**src/rtl/scmp_led_pkg.sv**
```systemverilog
// Shared types for the SC/MP address LED display: scan states and mode codes.
// Latency: none (types, constants and a pure function only).
// Backpressure: not applicable.
package scmp_led_pkg;

    typedef enum logic [1:0] {
        S_HI  = 2'd0,
        S_MID = 2'd1,
        S_LO  = 2'd2,
        S_GAP = 2'd3
    } scan_state_t;

    // The mode codes double as nibble-select codes for sel.
    localparam logic [1:0] MODE_HI   = 2'b00;
    localparam logic [1:0] MODE_MID  = 2'b01;
    localparam logic [1:0] MODE_LO   = 2'b10;
    localparam logic [1:0] MODE_SCAN = 2'b11;

    // Auto-scan order: HI -> MID -> LO -> blank gap -> HI.
    function automatic scan_state_t scan_next(input scan_state_t s);
        case (s)
            S_HI:    return S_MID;
            S_MID:   return S_LO;
            S_LO:    return S_GAP;
            default: return S_HI;
        endcase
    endfunction

endpackage

```
**src/rtl/scmp_led_chan.sv**
```systemverilog
// One LED channel: activity stretch counter plus dim PWM compare, producing a lit flag.
// Latency: act_cnt loads on the strobe edge; lit is combinational from registered state.
// Backpressure: none; a strobe is acted on in the cycle it is high.
module scmp_led_chan
    import scmp_led_pkg::*;
#(
    parameter int ACT_W    = 20,
    parameter int PWM_W    = 4,
    parameter int DIM_DUTY = 3
) (
    input  logic             clk,
    input  logic             rst_n,
    input  logic             stb,
    input  logic             bit_new,
    input  logic             bit_old,
    input  logic [PWM_W-1:0] pwm_cnt,
    output logic             lit
);

    // One extra bit so a duty of 2**PWM_W (always on) is representable.
    localparam logic [PWM_W:0] DUTY = (PWM_W+1)'(DIM_DUTY);

    logic [ACT_W-1:0] act_cnt;

    // Reload the stretch when the sampled bit toggles, otherwise count down to zero.
    always_ff @(posedge clk) begin
        if (!rst_n) begin
            act_cnt <= '0;
        end else if (stb && (bit_new != bit_old)) begin
            act_cnt <= '1;
        end else if (act_cnt != '0) begin
            act_cnt <= act_cnt - 1'b1;
        end
    end

    // Full brightness while stretched; steady ones glow dimly at the PWM duty.
    always_comb begin
        lit = (act_cnt != '0) || (bit_old && ({1'b0, pwm_cnt} < DUTY));
    end

endmodule

```
**src/rtl/scmp_led_disp.sv**
```systemverilog
// SC/MP address display: latches the address on addr_stb and shows one nibble (fixed or auto-scanned) on active-low LEDs.
// Latency: addr_stb at edge N updates addr_q at N and led_n at N+1.
// Backpressure: none; addr_stb is sampled every cycle it is high.
module scmp_led_disp
    import scmp_led_pkg::*;
#(
    parameter int ADDR_W   = 12,   // must equal 3*LED_N
    parameter int LED_N    = 4,
    parameter int HOLD_W   = 24,
    parameter int ACT_W    = 20,
    parameter int PWM_W    = 4,
    parameter int DIM_DUTY = 3
) (
    input  logic              clk_50m,
    input  logic              rst_n,
    input  logic              addr_stb,
    input  logic [ADDR_W-1:0] addr,
    input  logic [1:0]        mode,
    output logic [LED_N-1:0]  led_n
);

    logic [ADDR_W-1:0] addr_q;
    logic [1:0]        sel;
    logic [1:0]        sel_nxt;
    scan_state_t       state;
    scan_state_t       state_nxt;
    logic [HOLD_W-1:0] timer;
    logic [HOLD_W-1:0] timer_nxt;
    logic              scan_q;      // mode was auto-scan last cycle
    logic [PWM_W-1:0]  pwm_cnt;
    logic              blank;
    logic [LED_N-1:0]  nib_new;
    logic [LED_N-1:0]  nib_old;
    logic [LED_N-1:0]  lit;

    // Select code 3 (gap) falls back to the LO nibble; the LEDs are blanked then anyway.
    function automatic logic [LED_N-1:0] pick(input logic [ADDR_W-1:0] a, input logic [1:0] s);
        case (s)
            MODE_HI:  return a[3*LED_N-1 -: LED_N];
            MODE_MID: return a[2*LED_N-1 -: LED_N];
            default:  return a[LED_N-1:0];
        endcase
    endfunction

    // Scan state register with dwell timer; scan_q detects entry into auto-scan.
    always_ff @(posedge clk_50m) begin
        if (!rst_n) begin
            state  <= S_HI;
            timer  <= '0;
            scan_q <= 1'b0;
        end else begin
            state  <= state_nxt;
            timer  <= timer_nxt;
            scan_q <= (mode == MODE_SCAN);
        end
    end

    // Next scan state: frozen at HI/0 outside auto-scan and on the entry edge, else advance on timer wrap.
    always_comb begin
        state_nxt = state;
        timer_nxt = timer + 1'b1;
        if ((mode != MODE_SCAN) || !scan_q) begin
            state_nxt = S_HI;
            timer_nxt = '0;
        end else if (timer == '1) begin
            state_nxt = scan_next(state);
        end
    end

    // Scan outputs: sel tracks the mode or the upcoming scan state; the gap state blanks.
    always_comb begin
        sel_nxt = mode;
        if (mode == MODE_SCAN) begin
            sel_nxt = state_nxt;
        end
        blank = (state == S_GAP);
    end

    // Address latch, registered nibble select and free-running PWM counter.
    always_ff @(posedge clk_50m) begin
        if (!rst_n) begin
            addr_q  <= '0;
            sel     <= MODE_HI;
            pwm_cnt <= '0;
        end else begin
            if (addr_stb) begin
                addr_q <= addr;
            end
            sel     <= sel_nxt;
            pwm_cnt <= pwm_cnt + 1'b1;
        end
    end

    // Activity compare uses the sel in force this cycle, even when a scan advance lands on the same edge.
    always_comb begin
        nib_new = pick(addr, sel);
        nib_old = pick(addr_q, sel);
    end

    for (genvar i = 0; i < LED_N; i++) begin : g_chan
        scmp_led_chan #(
            .ACT_W    (ACT_W),
            .PWM_W    (PWM_W),
            .DIM_DUTY (DIM_DUTY)
        ) u_chan (
            .clk     (clk_50m),
            .rst_n   (rst_n),
            .stb     (addr_stb),
            .bit_new (nib_new[i]),
            .bit_old (nib_old[i]),
            .pwm_cnt (pwm_cnt),
            .lit     (lit[i])
        );
    end

    // Registered active-low LED drive, forced dark during the scan gap.
    always_ff @(posedge clk_50m) begin
        if (!rst_n) begin
            led_n <= '1;
        end else if (blank) begin
            led_n <= '1;
        end else begin
            led_n <= ~lit;
        end
    end

endmodule

```
**config.mk**
```make
export PLATFORM = sky130hd
export DESIGN_NAME = scmp_led_disp
export DESIGN_NICKNAME = d
export VERILOG_FILES = /design/src/rtl/scmp_led_pkg.sv /design/src/rtl/scmp_led_chan.sv /design/src/rtl/scmp_led_disp.sv
export SDC_FILE = /design/constraint.sdc
export NUM_CORES = 1
export LEC_CHECK = 0
export ABC_AREA = 1
export ABC_CLOCK_PERIOD_IN_PS = 2240
export CORE_MARGIN = 2
export CORE_UTILIZATION = 43
export DETAILED_ROUTE_END_ITERATION = 16
export GPL_TIMING_DRIVEN = 0
export PLACE_DENSITY_LB_ADDON = 0.08
export RECOVER_POWER = 50
export SLEW_MARGIN = 20
export SYNTH_ARGS = -nofsm -noshare
export SYNTH_HDL_FRONTEND = slang
export SYNTH_SLANG_ARGS = --single-unit
```
**constraint.sdc**
```tcl
create_clock -name clk_50m -period 2.24 [get_ports clk_50m]
set_input_delay 0.56 -clock clk_50m [delete_from_list [all_inputs] [get_ports clk_50m]]
set_output_delay 0.56 -clock clk_50m [all_outputs]
set_load 0.005 [all_outputs]
```
==> results.tsv <==
metric	value	unit
status	complete, no violations	
crit path max fanout	10	
register area share after synthesis	0.3468	
total global-route track usage	0.2171	
Post-CTS Hold Fix Bufs	0	
#FFs+latches synth	129	
fin crit period	2019	ps
FFs w/ async S/R, synth	0	
element type at the critical path end	flop	
Syn Nets	1234	
Avg Synthesized Cell Area	6.184	sq um
Die ar.	18380	sq um
drt first pass iters	5	
clock group share of total power	0.382	
Worst Tran Pin Value	805.0	ps
Main synth FF type	dfxtp_1	
drt drc	0	
distinct cell type count after synthesis	33	
Routed WL	19.00	mm
Post-Syn Instances	1204	
delay-heaviest family, CP	buffers and inverters	
Final Hold Vio Count	0	
WL/cell	12.85	um
vias	7200	
cts repair resizes	0	
Net Sw Frac	0.3279	
DRT antenna net count	0	
synthesized cell area	7446	sq um
worst stage delay on the critical path	620	ps
Pleak	0.003933	uW
clock skew	7.333	ps
Data required, critical path	2520	ps
switching power	2443	uW
Placer Congestion	0.8780	
Die H	135.6	um
pre-CTS WS	-222.6	ps
Num CTS Buffers	17	
r2r setup slk	290	ps
commonest non-fill, non-tap cell in the layout	nand2_1	
number of max-cap violations	0	
row count	48	
H-tree Lvls	4	
Slew HR	0.4633	
share of layout cells above drive strength 1	0.05263	
GRT overflow	0	
maximum VDD drop	0.0005869	V
Tightest Hold Check Type	flop to flop	
final net count	1272	
critical path class	input port to flop	
antenna violations before repair	0	
setup ws final	220.8	ps
synth-to-layout area growth	13.88	%
number of vias per cell	4.868	
worst-path cell chain	clkdlybuf4s50_1, clkbuf_1, inv_1, clkbuf_1, o21ai_0, a21oi_1	
setup violators final	0	
first-pass GRT wire length	31.82	mm
worst skew pair latency	420	ps
Pwr per Cell Area	878.7	nW/um^2
final max-slew violation count	0	
Logic pwr share	0.246	
most used cell, CP	clkbuf_1	
IO Port Bufs	20	
Initial Util	0.4350	
most frequent cells in the layout	nand2_1 (323), nor2_1 (255), inv_1 (142)	
CP max stage cell	clkdlybuf4s50_1	
Iteration-0 DRC Markers	420	
vias in the first global route	6601	
CTS tree	done	
clock tree buffer depth	2	
Post-DP HPWL	14.16	mm
largest net degree at the start of global routing	17	
CP Launch Type	input port	
clk sink count	129	
synth warn	0	
RSZ-0062 raised after global routing	false	
final period utilization	0.9014	
fmax	0.4952	GHz
Seq pwr share	0.372	
Data arrival, critical path	2300	ps
root buffer selected by CTS	clkbuf_16	
# diodes	0	
Buf/Inv on CP	4	
Internal	5008	uW
core area	17120	sq um
Post-synth EDFFs	0	
I/O pins	21	
Setup TNS	0	ps
CTS clk-pin slew, worst paths	60	ps
chip width	135.6	um
==> layout make-up <==
cell class / instances / area (sq um)
Timing Repair Buffer: 20 / 200.2
Clock inverter: 9 / 132.6
Fill cell: 1824 / 8637
Inverter: 147 / 554.3
Tap cell: 225 / 281.5
Clock buffer: 22 / 464.2
Buffer: 24 / 115.1
Multi-Input combinational cell: 903 / 4149
Sequential cell: 129 / 2582
==> path summary, 6_finish.rpt <==
check | start | to | cells past startpoint
worst max-delay path | addr_stb | addr_q[10] | 6
worst min-delay path | addr_q[10] | addr_q[10] | 2
worst max register to register | sel[0] | g_chan[2].u_chan.act_cnt[15] | 11
worst min register to register | addr_q[10] | addr_q[10] | 2
==> sequential cells by signal, indices dropped and copies added (netlist names) <==
register,count
led_n,4
g_chan.u_chan.act_cnt,80
timer,24
addr_q,12
pwm_cnt,4
sel,2
state,2
scan_q,1
==> per-layer routing <==
metal / track usage / vias up / share of wire
met5: 0 / - / 0
met2: 0.3558 / 98 / 0.45
met1: 0.2904 / 3208 / 0.50
met3: 0.04040 / 23 / 0.032
li1: - / 3871 / -
met4: 0.06539 / 0 / 0.018
==> power groups by stage <==
stage                     logic, uW  registers, uW  clock network (uW)
after floorplan                1460           2750                   0
after global placement         1820           2820                   0
after detailed placement       1830           2810                   0
after CTS                      1840           2770                2900
after global routing           2130           2810                2990
final                          1830           2770                2850
==> cell usage after synthesis, drive strengths merged, types with 2 or more instances <==
master	count	share of area
nor2	266	0.14
buf	14	0.013
nand2	326	0.17
inv	147	0.074
xnor2	13	0.015
nor3b	2	0.0020
dfxtp	129	0.35
nand4	21	0.018
or2	4	0.0034
o21ai	46	0.031
ha	13	0.022
xor2	4	0.0047
nand3b	23	0.023
nor3	9	0.0067
a21oi	53	0.036
nand3	120	0.088
clkbuf	11	0.0055
==> cells by family after synthesis <==
group | count (synthesis) | synth area share
buf+inv | 172 | 0.09293
fa+ha+maj | 13 | 0.02185
xor+xnor | 17 | 0.02000
compound gates | 101 | 0.06856
flops | 129 | 0.3468
simple gates | 772 | 0.4498
==> metrics by stage <==
step / utilization / power, uW / area [sq um] / cells / hold slack, ps
2_1_floorplan: - / 4210 / 7446 / 1204 / 417.6
3_3_place_gp: 0.4632 / 4636 / 7928 / 1449 / 428.7
3_5_place_dp: 0.4632 / 4645 / 7928 / 1449 / 439.6
4_1_cts: 0.4980 / 7514 / 8524 / 1480 / 448.2
5_1_grt: 0.4954 / 7930 / 8479 / 1479 / 466.6
6_report: 0.4954 / 7451 / 8479 / 1479 / 449.7
==> tightest hold or removal path: cells and delay by family, from the launching register on <==
kind            cells  cell delay (ps)
compound gates      1               50
flops               1              300
buf+inv             1               50
==> what timing repair did <==
item / in CTS / in global routing
endpoints found under the setup margin: 0 / 1
hold endpoints to repair: 0 / 0
setup buffers: 0 / 0
No activity file was read; power rests on OpenSTA's default activity.
